`src/rtl/exec_pipe.sv`:
```
// exec_pipe: two-stage (EX, WB) integer execute pipeline with a NREG x WIDTH register file.
// Define EXEC_FWD_EN for operand bypassing; without it, RAW hazards stall issue.
module exec_pipe #(
  parameter int WIDTH = 32,
  parameter int NREG  = 32
) (
  input  logic                     CLK,
  input  logic                     RST,
  input  logic                     in_valid,
  output logic                     in_ready,
  input  logic [3:0]               alu_ctr,
  input  logic [$clog2(NREG)-1:0]  rs,
  input  logic [$clog2(NREG)-1:0]  rt,
  input  logic [$clog2(NREG)-1:0]  rd,
  input  logic                     reg_dst,
  input  logic                     reg_write,
  input  logic                     alu_src,
  input  logic [WIDTH-1:0]         imm,
  output logic                     wb_valid,
  output logic [$clog2(NREG)-1:0]  wb_addr,
  output logic [WIDTH-1:0]         wb_data,
  output logic                     wb_v,
  output logic                     wb_zero,
  input  logic [$clog2(NREG)-1:0]  dbg_addr,
  output logic [WIDTH-1:0]         dbg_data
);
  localparam int AW = $clog2(NREG);

  localparam logic [3:0] OP_AND = 4'b0000;
  localparam logic [3:0] OP_OR  = 4'b0001;
  localparam logic [3:0] OP_ADD = 4'b0010;
  localparam logic [3:0] OP_SUB = 4'b0110;
  localparam logic [3:0] OP_SLT = 4'b0111;
  localparam logic [3:0] OP_NOR = 4'b1100;

  logic [WIDTH-1:0] rf_q [NREG];
  logic [WIDTH-1:0] rf_d [NREG];

  logic             ex_valid_q, ex_valid_d;
  logic             ex_rw_q,    ex_rw_d;
  logic [3:0]       ex_op_q,    ex_op_d;
  logic [WIDTH-1:0] ex_a_q,     ex_a_d;
  logic [WIDTH-1:0] ex_b_q,     ex_b_d;
  logic [AW-1:0]    ex_dst_q,   ex_dst_d;

  logic             wb_valid_q, wb_valid_d;
  logic [AW-1:0]    wb_addr_q,  wb_addr_d;
  logic [WIDTH-1:0] wb_data_q,  wb_data_d;
  logic             wb_v_q,     wb_v_d;
  logic             wb_zero_q,  wb_zero_d;

  logic [WIDTH-1:0] alu_res, sum, diff;
  logic             alu_v, alu_zero, alu_known;

  logic [WIDTH-1:0] rf_a, rf_b, op_a, op_rt, op_b;
  logic [AW-1:0]    dst;
  logic             hit_ex_a, hit_ex_b, hit_wb_a, hit_wb_b, accept;

  // Entry 0 is never written, so it stays zero from reset onward.
  assign rf_a     = rf_q[rs];
  assign rf_b     = rf_q[rt];
  assign dbg_data = rf_q[dbg_addr];

  always_comb begin
    sum       = ex_a_q + ex_b_q;
    diff      = ex_a_q - ex_b_q;
    alu_res   = '0;
    alu_v     = 1'b0;
    alu_known = 1'b1;
    case (ex_op_q)
      OP_AND: alu_res = ex_a_q & ex_b_q;
      OP_OR:  alu_res = ex_a_q | ex_b_q;
      OP_ADD: begin
        alu_res = sum;
        alu_v   = (ex_a_q[WIDTH-1] == ex_b_q[WIDTH-1]) && (sum[WIDTH-1] != ex_a_q[WIDTH-1]);
      end
      OP_SUB: begin
        alu_res = diff;
        alu_v   = (ex_a_q[WIDTH-1] != ex_b_q[WIDTH-1]) && (diff[WIDTH-1] != ex_a_q[WIDTH-1]);
      end
      OP_SLT: alu_res = {{(WIDTH-1){1'b0}}, ($signed(ex_a_q) < $signed(ex_b_q))};
      OP_NOR: alu_res = ~(ex_a_q | ex_b_q);
      default: alu_known = 1'b0;
    endcase
    alu_zero = alu_known && (alu_res == '0);
  end

  // Producers with dest 0 never match, so r0 readers are never stalled or bypassed.
  assign hit_ex_a = ex_valid_q && ex_rw_q && (ex_dst_q != '0) && (ex_dst_q == rs);
  assign hit_ex_b = ex_valid_q && ex_rw_q && (ex_dst_q != '0) && (ex_dst_q == rt);
  assign hit_wb_a = wb_valid_q && (wb_addr_q != '0) && (wb_addr_q == rs);
  assign hit_wb_b = wb_valid_q && (wb_addr_q != '0) && (wb_addr_q == rt);

`ifdef EXEC_FWD_EN
  always_comb begin
    op_a  = hit_ex_a ? alu_res : (hit_wb_a ? wb_data_q : rf_a);
    op_rt = hit_ex_b ? alu_res : (hit_wb_b ? wb_data_q : rf_b);
  end
  assign in_ready = !RST;
`else
  assign op_a  = rf_a;
  assign op_rt = rf_b;
  assign in_ready = !RST && !(in_valid &&
                    (hit_ex_a || hit_wb_a || (!alu_src && (hit_ex_b || hit_wb_b))));
`endif

  assign op_b   = alu_src ? imm : op_rt;
  assign dst    = reg_dst ? rd : rt;
  assign accept = in_valid && in_ready;

  always_comb begin
    ex_valid_d = accept;
    ex_rw_d    = ex_rw_q;
    ex_op_d    = ex_op_q;
    ex_a_d     = ex_a_q;
    ex_b_d     = ex_b_q;
    ex_dst_d   = ex_dst_q;
    if (accept) begin
      ex_rw_d  = reg_write;
      ex_op_d  = alu_ctr;
      ex_a_d   = op_a;
      ex_b_d   = op_b;
      ex_dst_d = dst;
    end
    wb_valid_d = ex_valid_q && ex_rw_q;
    wb_addr_d  = ex_valid_q ? ex_dst_q : '0;
    wb_data_d  = ex_valid_q ? alu_res : '0;
    wb_v_d     = ex_valid_q && alu_v;
    wb_zero_d  = ex_valid_q && alu_zero;
    rf_d = rf_q;
    if (wb_valid_q && (wb_addr_q != '0)) rf_d[wb_addr_q] = wb_data_q;
  end

  always_ff @(posedge CLK or posedge RST) begin
    if (RST) begin
      for (int i = 0; i < NREG; i++) rf_q[i] <= '0;
      ex_valid_q <= 1'b0;
      ex_rw_q    <= 1'b0;
      ex_op_q    <= '0;
      ex_a_q     <= '0;
      ex_b_q     <= '0;
      ex_dst_q   <= '0;
      wb_valid_q <= 1'b0;
      wb_addr_q  <= '0;
      wb_data_q  <= '0;
      wb_v_q     <= 1'b0;
      wb_zero_q  <= 1'b0;
    end else begin
      rf_q       <= rf_d;
      ex_valid_q <= ex_valid_d;
      ex_rw_q    <= ex_rw_d;
      ex_op_q    <= ex_op_d;
      ex_a_q     <= ex_a_d;
      ex_b_q     <= ex_b_d;
      ex_dst_q   <= ex_dst_d;
      wb_valid_q <= wb_valid_d;
      wb_addr_q  <= wb_addr_d;
      wb_data_q  <= wb_data_d;
      wb_v_q     <= wb_v_d;
      wb_zero_q  <= wb_zero_d;
    end
  end

  assign wb_valid = wb_valid_q;
  assign wb_addr  = wb_addr_q;
  assign wb_data  = wb_data_q;
  assign wb_v     = wb_v_q;
  assign wb_zero  = wb_zero_q;

endmodule

```
`config.mk`:
```
export PLATFORM = sky130hd
export DESIGN_NAME = exec_pipe
export DESIGN_NICKNAME = d
export VERILOG_FILES = /design/src/rtl/exec_pipe.sv
export SDC_FILE = /design/constraint.sdc
export NUM_CORES = 2
export LEC_CHECK = 0
export BUFFER_PORTS_ARGS = -buffer_cell sky130_fd_sc_hd__buf_2
export CAP_MARGIN = 5
export CORE_UTILIZATION = 45
export CTS_CLUSTER_SIZE = 24
export DETAILED_ROUTE_END_ITERATION = 12
export SYNTH_ARGS = -nofsm -noshare
export SYNTH_HDL_FRONTEND = slang
export SYNTH_SLANG_ARGS = --single-unit
```
`constraint.sdc`:
```
create_clock -name CLK -period 66.3 [get_ports CLK]
set_input_delay 16.575 -clock CLK [delete_from_list [all_inputs] [get_ports CLK]]
set_output_delay 16.575 -clock CLK [all_outputs]
set_load 0.05 [all_outputs]
```
==> out/qor.yml <==
placed_design:
  place_inst: 6680
  hpwlAfterDp_um: 139500
  port_buffers: 134
  dp_slack_ns: 28.09
  gp_congestion: 0.9129
synthesis:
  synth_warnings: 0
  synth_top_area_share_pct: 39.70
  synth_nets: 5085
  seq_area_frac_synth_pct: 39.70
  yosysTopAreaCell: "dfrtp_1"
  synthTopCellsByArea: "dfrtp_1 (40%), mux4_2 (30%), mux2_2 (16%)"
  yosysUniqueCellTypes: 85
  syn_area_per_cell_um2: 14.61
  synth-edff-count: 0
  yosys_register_bits: 1139
  netlist_area_um2: 71790
  synthArstFlopShare_pct: 100.0
  synth_ff_type: "dfrtp_1"
  syn_inst: 4913
critical_path:
  cp_slowest_stage_delay_ns: 0.89
  arrival_ns: 21.56
  crit_start: "dbg_addr[0]"
  r2r_start: "ex_a_q[4]"
  crit_type: "in -> out"
  critPathSlowestCell: "buf_4"
  crit_fanout: 105
  cp.required_ns: 49.72
  crit_path_end_kind: "output port"
  crit_chain: "buf_8 > buf_12 > buf_4 > buf_4 > mux4_2 > mux4_2 > mux2_2 > buf_2"
  rrSetupSlack_ns: 61.55
  critPathLaunchType: "input pin"
global_route:
  antenna_found_initial: 5
  grt_overflow_total: 0
  grt_pass1_vias: 47590
  grt_max_degree: 175
  grt_pass1_wl_um: 350700
  grt_usage_pct: 30.00
floorplan:
  io_pins: 135
  initial_utilization_pct: 45.33
  die_y_um: 401.4
  coreArea_um2: 158400
  die_w_um: 401.4
  die-area_um2: 161100
  fp-row-count: 146
routing:
  drtPass1Iterations: 6
  detail_route.wirelength_um: 239700
  wl_per_cell_um: 34.66
  vias: 48040
  viasPerCell: 6.945
  drt_iter0_drc: 5833
  ant_nets: 0
  drc: 0
cts:
  cts_made_buffers: 130
  cts_resized: 0
  cts_buffer_depth: 3
  cts_max_level: 4
  post_cts_buffers: 0
  clkTransAtPathRegs_ns: 0.06
  ctsHoldBuffers: 0
  clk_latency_ns: 0.79
  clock_sinks: 1139
  cts-root-buf: "clkbuf_16"
  tritoncts: "yes"
cells_and_area:
  num-nets-final: 4912
  final_core_util_pct: 49.69
  drive_above_1_share_pct: 51.74
  area_growth_pct: 9.626
  final_cells: 6917
  fillCellCount: 13320
timing:
  hold_violations: 0
  relSlewSlack_pct: 11.42
  fmax_mhz: 26.23
  drv_slew: 0
  fin_setup_tns_ns: 0
  finalCritPeriodShare_pct: 57.51
  finClkSkew_ns: 0.03597
  rsz0062_at_grt: "no"
  worst_slew_pin_slew_ns: 1.326
  period_needed_ns: 38.13
  setup_viol: 0
  finalWorstSetupSlack_ns: 28.17
pwr:
  p_leak_nw: 34.70
  power.density_nw_per_um2: 20.85
  ir_drop_mv: 0.02617
worst_hold_path:
  min_from: "rf_q[999]"
  hp-class: "reg -> reg"
status:
  status: "completed"
run:
  cap_viol_max_count: 0
cells by family after synthesis:
family,synth area share (%)
multiplexers,47.21
flip-flops,39.70
buffers and inverters,3.448
AND/OR/NAND/NOR,3.190
AO/OA/AOI/OAI,4.248
adder cells (fa/ha/maj),1.938
XOR/XNOR,0.2684
cell usage after synthesis (all sizes together) (7+ instances only):
cell	n
o21a	13
inv	99
a21oi	100
nand3	25
o21bai	11
ha	108
dfrtp	1139
a221oi	11
o31ai	16
o211ai	11
nand4	15
mux4	960
nor4	11
o221ai	7
a21o	16
and2	14
clkbuf	380
o22ai	21
mux2	1025
nor3	35
nor2	149
nand2	147
o21ai	116
a211oi	20
nor2b	18
o22a	9
a221o	7
xor2	11
or3	8
xnor2	11
nand2b	7
buf	165
or4	9
a22oi	31
a31oi	12
mux2i	72
a2111oi	7
nand3b	9
stage by stage:
step	total power, W	hold slack [ns]	area (um^2)
floorplan	0.0008343	0.4380	71790
global placement	0.0008829	0.4012	74170
detailed placement	0.0008844	0.4060	74170
CTS	0.001653	0.4154	78690
global route	0.001691	0.4292	78700
finish	0.001641	0.4143	78700
cell usage in the layout (no fill, tap or decap), types with 31 or more instances in the layout:
master and n:
a21oi_1 100, a22oi_1 31, buf_2 118, buf_4 107
clkbuf_16 134, dfrtp_1 1139, ha_1 108, inv_1 98
mux2_2 1024, mux2i_1 72, mux4_2 960, nand2_1 131
nor2_1 136, nor3_1 34, o21ai_0 109
flip-flops by register name, indices dropped and copies added (netlist names):
| signal | count |
|---|---|
| wb_data | 32 |
| ex_rw_q | 1 |
| ex_op_q | 4 |
| ex_valid_q | 1 |
| wb_zero | 1 |
| ex_a_q | 32 |
| ex_dst_q | 5 |
| wb_v | 1 |
| wb_valid | 1 |
| ex_b_q | 32 |
| wb_addr | 5 |
| rf_q | 1024 |
routing by layer:
layer  share of wire, %  track usage, %  up-vias
met4                3.7           10.41        4
li1                   -               -    19050
met1                 41           42.61    26090
met2                 45           44.88     2460
met5             0.0079               0        -
met3                9.6           7.592      434
worst max-delay path: cells and delay by family:
kind	cells	cell delay (ns)
buffers and inverters	5	3.05
multiplexers	3	1.38
final timing paths:
check / endpoint / cells past startpoint
worst min register to register: rf_q[999] / 0
min in group asynchronous: ex_b_q[12] / 2
max in group asynchronous: rf_q[273] / 6
worst max register to register: wb_data[31] / 13
worst max-delay path: dbg_data[22] / 8
worst min-delay path: rf_q[999] / 0
power breakdown:
group	switching (W)	internal [W]	total, W
sequential	0.0000103	0.000701	0.000711
clock	0.000311	0.000458	0.000769
combinational	0.000109	0.0000524	0.000161
cell type report:
| type | instances | area [um^2] | area share (%) |
|---|---|---|---|
| inverter | 100 | 382.9 | 0.4865 |
| tap | 2072 | 2592 | 3.294 |
| multi-input combinational | 3129 | 41060 | 52.17 |
| antenna | 2 | 5.005 | 0.006360 |
| sequential | 1139 | 28500 | 36.22 |
| clock inverter | 57 | 762.0 | 0.9682 |
| clock buffer | 178 | 3759 | 4.776 |
| timing repair buffer | 240 | 1638 | 2.081 |
No activity file was read; power rests on OpenSTA's default activity.
